$ cat config.mk
export PLATFORM = sky130hd
export DESIGN_NAME = multicycle_alu_ctrl
export DESIGN_NICKNAME = d
export VERILOG_FILES = /design/src/rtl/multicycle_alu_ctrl_pkg.sv /design/src/rtl/multicycle_alu_ctrl_alu_op_decode.sv /design/src/rtl/multicycle_alu_ctrl.sv
export SDC_FILE = /design/constraint.sdc
export NUM_CORES = 1
export LEC_CHECK = 0
export BUFFER_PORTS_ARGS = -buffer_cell sky130_fd_sc_hd__buf_2
export CORE_MARGIN = 8
export CORE_UTILIZATION = 38
export DETAILED_ROUTE_END_ITERATION = 16
export PLACE_DENSITY = 0.8
export SYNTH_ARGS = -nofsm -noshare
export SYNTH_HDL_FRONTEND = slang
export SYNTH_HIERARCHICAL = 1
export SYNTH_SLANG_ARGS = --single-unit
$ cat constraint.sdc
create_clock -name clk -period 1.9 [get_ports clk]
set_clock_uncertainty 0.1 [all_clocks]
set_input_delay 0.285 -clock clk [delete_from_list [all_inputs] [get_ports clk]]
set_output_delay 0.285 -clock clk [all_outputs]
set_load 0.005 [all_outputs]
$ cat src/rtl/multicycle_alu_ctrl_pkg.sv
// Shared encodings for the multi-cycle CPU control FSM: ALU function codes,
// opcode values, state encoding and datapath select encodings.
package multicycle_alu_ctrl_pkg;

  localparam int OPCODE_WIDTH = 7;
  localparam int ALU_OP_WIDTH = 4;

  // FSM states; the numeric values are visible on the debug state port.
  typedef enum logic [2:0] {
    S_IF   = 3'd0,
    S_ID   = 3'd1,
    S_EX   = 3'd2,
    S_MEM  = 3'd3,
    S_WB   = 3'd4,
    S_BR   = 3'd5,
    S_JMP  = 3'd6,
    S_HALT = 3'd7
  } state_t;

  // ALU function codes; must match the ALU's decoder.
  localparam logic [ALU_OP_WIDTH-1:0] FUNC_ADD   = 4'd0;
  localparam logic [ALU_OP_WIDTH-1:0] FUNC_SUB   = 4'd1;
  localparam logic [ALU_OP_WIDTH-1:0] FUNC_LLS   = 4'd2;
  localparam logic [ALU_OP_WIDTH-1:0] FUNC_LRS   = 4'd3;
  localparam logic [ALU_OP_WIDTH-1:0] FUNC_XOR   = 4'd4;
  localparam logic [ALU_OP_WIDTH-1:0] FUNC_OR    = 4'd5;
  localparam logic [ALU_OP_WIDTH-1:0] FUNC_AND   = 4'd6;
  localparam logic [ALU_OP_WIDTH-1:0] FUNC_GREAT = 4'd7;
  localparam logic [ALU_OP_WIDTH-1:0] FUNC_ZERO  = 4'd15;

  // Major opcodes (RV32I encoding).
  localparam logic [OPCODE_WIDTH-1:0] OP_R      = 7'h33;
  localparam logic [OPCODE_WIDTH-1:0] OP_I      = 7'h13;
  localparam logic [OPCODE_WIDTH-1:0] OP_LOAD   = 7'h03;
  localparam logic [OPCODE_WIDTH-1:0] OP_STORE  = 7'h23;
  localparam logic [OPCODE_WIDTH-1:0] OP_BRANCH = 7'h63;
  localparam logic [OPCODE_WIDTH-1:0] OP_JAL    = 7'h6F;
  localparam logic [OPCODE_WIDTH-1:0] OP_JALR   = 7'h67;
  localparam logic [OPCODE_WIDTH-1:0] OP_ECALL  = 7'h73;

  // Datapath mux encodings.
  localparam logic [1:0] SRC_A_PC     = 2'd0;
  localparam logic [1:0] SRC_A_RS1    = 2'd1;
  localparam logic [1:0] SRC_A_OLD_PC = 2'd2;
  localparam logic [1:0] SRC_B_RS2    = 2'd0;
  localparam logic [1:0] SRC_B_FOUR   = 2'd1;
  localparam logic [1:0] SRC_B_IMM    = 2'd2;
  localparam logic [1:0] WB_ALUOUT    = 2'd0;
  localparam logic [1:0] WB_MDR       = 2'd1;
  localparam logic [1:0] WB_PC        = 2'd2;

  // Branch decision from funct3 and the ALU zero flag.
  // BEQ/BGE/BGEU take on zero; BNE/BLT/BLTU take on non-zero.
  function automatic logic branch_taken(input logic [2:0] funct3, input logic bcond);
    case (funct3)
      3'b000, 3'b101, 3'b111: branch_taken = bcond;
      3'b001, 3'b100, 3'b110: branch_taken = !bcond;
      default:                branch_taken = 1'b0;
    endcase
  endfunction

endpackage

$ cat src/rtl/multicycle_alu_ctrl_alu_op_decode.sv
// Combinational ALU function select from state and instruction fields.
module multicycle_alu_ctrl_alu_op_decode
  import multicycle_alu_ctrl_pkg::*;
(
  input  state_t                  state,
  input  logic [OPCODE_WIDTH-1:0] opcode,
  input  logic [2:0]              funct3,
  input  logic                    funct7_b5,
  output logic [ALU_OP_WIDTH-1:0] alu_op
);

  logic is_r;
  logic is_alu;

  assign is_r   = (opcode == OP_R);
  assign is_alu = is_r || (opcode == OP_I);

  // Only EX (R/I-ALU) and BR depend on instruction fields; IF/ID always add.
  always_comb begin
    alu_op = FUNC_ZERO;
    case (state)
      S_IF, S_ID: alu_op = FUNC_ADD;
      S_EX: begin
        if (is_alu) begin
          case (funct3)
            3'b000:  alu_op = (is_r && funct7_b5) ? FUNC_SUB : FUNC_ADD;
            3'b001:  alu_op = FUNC_LLS;
            3'b100:  alu_op = FUNC_XOR;
            3'b101:  alu_op = FUNC_LRS;  // arithmetic shift not supported
            3'b110:  alu_op = FUNC_OR;
            3'b111:  alu_op = FUNC_AND;
            default: alu_op = FUNC_ZERO;
          endcase
        end else begin
          alu_op = FUNC_ADD;  // address / JALR target
        end
      end
      // Equality branches subtract; ordered branches use the unsigned compare.
      S_BR:    alu_op = (funct3[2:1] == 2'b00) ? FUNC_SUB : FUNC_GREAT;
      default: alu_op = FUNC_ZERO;
    endcase
  end

endmodule

$ cat src/rtl/multicycle_alu_ctrl.sv
// Multi-cycle CPU control FSM: sequences IF/ID/EX/MEM/WB (plus BR, JMP and
// HALT) and drives the ALU, register file, PC and memory controls.
// Optional macro ALU_CTRL_PERF_EN adds cycle_count and retired_count outputs.
module multicycle_alu_ctrl
  import multicycle_alu_ctrl_pkg::*;
#(
  parameter int OPCODE_W = OPCODE_WIDTH,
  parameter int ALU_OP_W = ALU_OP_WIDTH
) (
  input  logic                clk,
  input  logic                reset,
  input  logic [31:0]         instr,
  input  logic                mem_ready,
  input  logic                alu_bcond,
  output logic [ALU_OP_W-1:0] alu_op,
  output logic [1:0]          alu_src_a,
  output logic [1:0]          alu_src_b,
  output logic                pc_write,
  output logic                pc_source,
  output logic                ir_write,
  output logic                i_or_d,
  output logic                mem_read,
  output logic                mem_write,
  output logic                reg_write,
  output logic [1:0]          wb_sel,
  output logic                halted,
`ifdef ALU_CTRL_PERF_EN
  output logic [31:0]         cycle_count,
  output logic [31:0]         retired_count,
`endif
  output logic [2:0]          state
);

  state_t                state_q;
  state_t                next_state;
  logic [OPCODE_W-1:0]   opcode;
  logic [2:0]            funct3;
  logic                  is_load;
  logic [ALU_OP_W-1:0]   dec_alu_op;
  logic                  unused_instr_bits;

  assign opcode            = instr[OPCODE_W-1:0];
  assign funct3            = instr[14:12];
  assign is_load           = (opcode == OP_LOAD);
  assign unused_instr_bits = ^{instr[31], instr[29:15], instr[11:7]};
  assign state             = state_q;

  multicycle_alu_ctrl_alu_op_decode u_alu_op_decode (
    .state     (state_q),
    .opcode    (opcode),
    .funct3    (funct3),
    .funct7_b5 (instr[30]),
    .alu_op    (dec_alu_op)
  );

  // Reset forces the ALU to its idle function alongside the other outputs.
  assign alu_op = reset ? FUNC_ZERO : dec_alu_op;

  // State register with synchronous reset to IF.
  // NOTE: sequential state uses non-blocking assignment so every flop samples pre-edge values.
  always_ff @(posedge clk) begin
    if (reset) state_q <= S_IF;
    else       state_q <= next_state;
  end

  // Next-state and Moore output decode; everything idle while reset is high.
  always_comb begin
    // NOTE: every output gets a default first so no path infers a latch.
    next_state = state_q;
    alu_src_a  = SRC_A_PC;
    alu_src_b  = SRC_B_RS2;
    pc_write   = 1'b0;
    pc_source  = 1'b0;
    ir_write   = 1'b0;
    i_or_d     = 1'b0;
    mem_read   = 1'b0;
    mem_write  = 1'b0;
    reg_write  = 1'b0;
    wb_sel     = WB_ALUOUT;
    halted     = 1'b0;
    if (!reset) begin
      case (state_q)
        S_IF: begin
          mem_read  = 1'b1;
          alu_src_b = SRC_B_FOUR;
          if (mem_ready) begin
            ir_write   = 1'b1;
            pc_write   = 1'b1;
            next_state = S_ID;
          end
        end
        S_ID: begin
          alu_src_a = SRC_A_OLD_PC;
          alu_src_b = SRC_B_IMM;
          case (opcode)
            OP_R, OP_I, OP_LOAD, OP_STORE, OP_JALR: next_state = S_EX;
            OP_BRANCH: next_state = S_BR;
            OP_JAL:    next_state = S_JMP;
            OP_ECALL:  next_state = S_HALT;
            default:   next_state = S_IF;  // unknown opcode retires as a NOP
          endcase
        end
        S_EX: begin
          alu_src_a = SRC_A_RS1;
          alu_src_b = (opcode == OP_R) ? SRC_B_RS2 : SRC_B_IMM;
          case (opcode)
            OP_R, OP_I:        next_state = S_WB;
            OP_LOAD, OP_STORE: next_state = S_MEM;
            OP_JALR: begin
              // Link uses the PC before this edge's update.
              pc_write   = 1'b1;
              reg_write  = 1'b1;
              wb_sel     = WB_PC;
              next_state = S_IF;
            end
            default: next_state = S_IF;
          endcase
        end
        S_MEM: begin
          i_or_d    = 1'b1;
          mem_read  = is_load;
          mem_write = !is_load;
          if (mem_ready) next_state = is_load ? S_WB : S_IF;
        end
        S_WB: begin
          reg_write  = 1'b1;
          wb_sel     = is_load ? WB_MDR : WB_ALUOUT;
          next_state = S_IF;
        end
        S_BR: begin
          alu_src_a  = SRC_A_RS1;
          alu_src_b  = SRC_B_RS2;
          pc_source  = 1'b1;
          pc_write   = branch_taken(funct3, alu_bcond);
          next_state = S_IF;
        end
        S_JMP: begin
          reg_write  = 1'b1;
          wb_sel     = WB_PC;
          pc_write   = 1'b1;
          pc_source  = 1'b1;
          next_state = S_IF;
        end
        S_HALT: halted = 1'b1;
        default: next_state = S_IF;
      endcase
    end
  end

`ifdef ALU_CTRL_PERF_EN
  logic retire;

  // An instruction retires when a completing state hands back to IF.
  assign retire = !reset && (next_state == S_IF) &&
                  (state_q inside {S_EX, S_MEM, S_WB, S_BR, S_JMP});

  // Free-running performance counters, wrapping modulo 2^32.
  always_ff @(posedge clk) begin
    if (reset) begin
      cycle_count   <= '0;
      retired_count <= '0;
    end else begin
      if (state_q != S_HALT) cycle_count <= cycle_count + 32'd1;
      if (retire)            retired_count <= retired_count + 32'd1;
    end
  end
`endif

endmodule

==> flow_summary.json <==
{
  "result_of_the_run": "finished, final reports clean",
  "tritoncts": "yes",
  "grt_max_degree": 17,
  "wire_length_of_the_first_global_routing_pass_microns": 3574,
  "p_per_area_mw_per_mm2": 310.7,
  "share_clk_of_total_power_pct": 38.8,
  "synth-seq-area-share_pct": 9.023,
  "fin_nets": 172,
  "number_of_warnings_printed_during_yosys_synthesis": 6,
  "worst_slew_pin_slew_ns": 0.3357,
  "grt_usage_pct": 12.97,
  "number_of_flip_flops_and_latches_in_the_synthesized_netlist": 3,
  "finalWeightedCongestion": 0.8959,
  "first_iter_violations": 26,
  "vias": 856,
  "total_switching_power_mw": 0.09971,
  "synth_flop_cell": "sky130_fd_sc_hd__dfxtp_1",
  "maximum_fanout_encountered_on_the_critical_timing_path": 6,
  "max_freq_mhz": 527.4,
  "synth_edf_count": 0,
  "power.share.combinational_pct": 38.7,
  "grt_remaining_overflow": 0,
  "synth_area_leaders": "sky130_fd_sc_hd__dfxtp_1, sky130_fd_sc_hd__a21oi_1, sky130_fd_sc_hd__nor4_4",
  "antenna_found_initial": 0,
  "total_leakage_power_nw": 0.4216,
  "coreArea_sq_mm": 0.001689,
  "worstHoldPathCells": 3,
  "initial_utilization_pct": 39.41,
  "async_reset_ff_share_pct": 0,
  "totalWireLength_microns": 2227,
  "placementRows": 15,
  "first_global_vias": 829,
  "synth_fp_nets": 129,
  "setup-violations-final": 0,
  "htree_num_levels": 1,
  "maxSlewViolCount": 0,
  "post-route-drc-count": 0,
  "yosys.cell_count.top_type": "sky130_fd_sc_hd__nor2_1",
  "min_period_over_period_pct": 99.79,
  "post_drt_via_cell_ratio": 5.632,
  "max-vdd-ir-drop_mv": 0.1409,
  "unrepaired_setup_endpoints_after_global_routing": "yes",
  "final.fill_count": 161,
  "post_synth.cell_area_avg_sq_um": 7.157,
  "n_antenna_cell": 0,
  "clkTransAtPathRegs_ns": 0.04,
  "internal_power_mw": 0.1919,
  "sw_frac_of_total_pct": 34.19,
  "fp.dieArea_sq_mm": 0.003347,
  "cts_inserted_buffers": 3,
  "synth_top_area_cell": "sky130_fd_sc_hd__dfxtp_1",
  "number_of_cells_produced_by_synthesis": 93,
  "required_ns": 1.51,
  "regToRegSetupSlack_ns": 0.37,
  "critPathLaunchType": "flop",
  "setup.worst_path.class": "flop to output pin",
  "syn-cell-area_sq_um": 665.6,
  "p_seq_share_pct": 22.5,
  "wl_per_cell_microns": 14.65,
  "setup.worst_path.end_class": "output pin",
  "worstReg2RegStart": "state[1]$_SDFFE_PP0P_",
  "hold_viol": 0,
  "cts-root-buf": "sky130_fd_sc_hd__clkbuf_4",
  "setup-tns-final_ns": 0,
  "cts.path.max_buffers": 2,
  "worst_setup_path_startpoint": "state[0]$_SDFFE_PP0P_",
  "io-pin-count": 57,
  "drt-pass1-iter-count": 4,
  "max_slew_margin_pct": 77.43,
  "maxCapViolations": 0,
  "cts_sinks": 3,
  "final_design_area_excluding_fillers_sq_um": 938.4,
  "min_from": "instr[1]",
  "hold_path_class": "input pin to flop",
  "syn2layout_area_growth_pct": 40.98,
  "place.port_buffers": 35,
  "final_layout_size_suffix_gt1_share_pct": 44.44,
  "clk-insertion-delay-late_ns": 0.23,
  "die_height_microns": 57.86,
  "whs_endpoint": "state[1]$_SDFFE_PP0P_",
  "holdBufCountCts": 0,
  "synth.cells.most_frequent": "sky130_fd_sc_hd__nor2_1, sky130_fd_sc_hd__a21oi_1, sky130_fd_sc_hd__nand2_1",
  "ys_types": 39,
  "detail-route-antenna-nets": 0,
  "reg2regPathDepth": 5,
  "yosys_top_cell_area_share_pct": 9.023,
  "detailed_place_hpwl_microns": 1772,
  "r2r-end": "state[0]$_SDFFE_PP0P_",
  "dpl-instance-area_sq_um": 867.1,
  "largest_register_ffs": 3,
  "die_width_microns": 57.86,
  "period_needed_ns": 1.896,
  "cp_data_arrival_time_ns": 1.51
}
per-stage QoR:
stage	util (%)	worst slack, ns	hold WS [ns]	cells	power, mW
3_3_place_gp	51.33	0.05186	0.4925	145	0.1740
6_report	55.56	0.003991	0.2477	152	0.2916
5_1_grt	55.56	-0.03599	0.2779	152	0.3062
4_1_cts	53.85	0.0001049	0.2383	149	0.2942
3_5_place_dp	51.33	-0.01506	0.4988	145	0.1770
2_1_floorplan	-	0.3667	0.3423	93	0.1245
critical path: stages, from the launching register on:
cell and delay, ns:
sky130_fd_sc_hd__dfxtp_4 0.37, sky130_fd_sc_hd__or3b_1 0.36, sky130_fd_sc_hd__a21oi_2 0.16, sky130_fd_sc_hd__a21oi_1 0.05
sky130_fd_sc_hd__or2_1 0.21, sky130_fd_sc_hd__buf_2 0.13
routing by layer:
layer  up-vias  track usage (%)  part of all wire, %
met5         -                0                    0
met4         0            5.594                  1.1
met3         4            3.753                  6.8
met2        30            23.89                   52
met1       393            13.17                   40
li1        429                -                    -
layout by cell type (no fill, tap or decap), types with 2 or more instances in the layout:
master and n:
sky130_fd_sc_hd__nand2_2 2, sky130_fd_sc_hd__o211ai_1 3, sky130_fd_sc_hd__nand2b_1 2, sky130_fd_sc_hd__clkbuf_4 3
sky130_fd_sc_hd__buf_2 34, sky130_fd_sc_hd__buf_4 7, sky130_fd_sc_hd__and2_1 3, sky130_fd_sc_hd__nor4_2 2
sky130_fd_sc_hd__nand2_1 8, sky130_fd_sc_hd__a31oi_1 3, sky130_fd_sc_hd__inv_1 2, sky130_fd_sc_hd__nor3_1 4
sky130_fd_sc_hd__nor2b_1 6, sky130_fd_sc_hd__dfxtp_4 2, sky130_fd_sc_hd__xnor2_1 2, sky130_fd_sc_hd__buf_6 2
sky130_fd_sc_hd__or2_1 5, sky130_fd_sc_hd__nor2_1 11, sky130_fd_sc_hd__nor4_4 2, sky130_fd_sc_hd__and3_1 2
sky130_fd_sc_hd__a311o_1 2, sky130_fd_sc_hd__a21oi_1 8
repair_timing:
item                                    in CTS  in global routing
endpoints found under the setup margin      11                  5
buffers inserted                             0                  3
resized for setup                            7                  3
pin swaps                                    2                  1
power groups by stage:
stage	Sequential, mW	Combinational (mW)	Clock [mW]
floorplan	0.0675	0.0570	0
global placement	0.0678	0.106	0
detailed placement	0.0682	0.109	0
CTS	0.0657	0.110	0.118
global route	0.0659	0.123	0.118
finish	0.0656	0.113	0.113
cell type report:
| type | count | area, sq um | area share [%] |
|---|---|---|---|
| clock buffers | 4 | 26.28 | 2.800 |
| flip-flops and latches | 3 | 68.82 | 7.333 |
| well taps | 17 | 21.27 | 2.267 |
| repair buffers | 43 | 245.2 | 26.13 |
| inverters | 2 | 7.507 | 0.8000 |
| multi-input cells | 83 | 569.3 | 60.67 |
cells by family (layout without fill, tap and decap cells):
logic type / Yosys count / after routing / synth area share (%)
AND/OR/NAND/NOR: 55 / 55 / 53.76
AO/OA/AOI/OAI: 25 / 25 / 27.07
buffers and inverters: 7 / 49 / 6.015
XOR/XNOR: 2 / 2 / 2.632
flip-flops: 3 / 3 / 9.023
multiplexers: 1 / 1 / 1.504
worst max-delay path by stage:
stage,end,slack (ns),cells past startpoint
2_1_floorplan,alu_op[0],0.37,4
3_3_place_gp,alu_op[3],0.05,6
3_5_place_dp,alu_op[0],-0.02,6
4_1_cts,alu_op[2],0.0001,5
5_1_grt,alu_op[1],-0.04,5
6_report,alu_op[2],0.004,5
No activity file was read; power rests on OpenSTA's default activity.
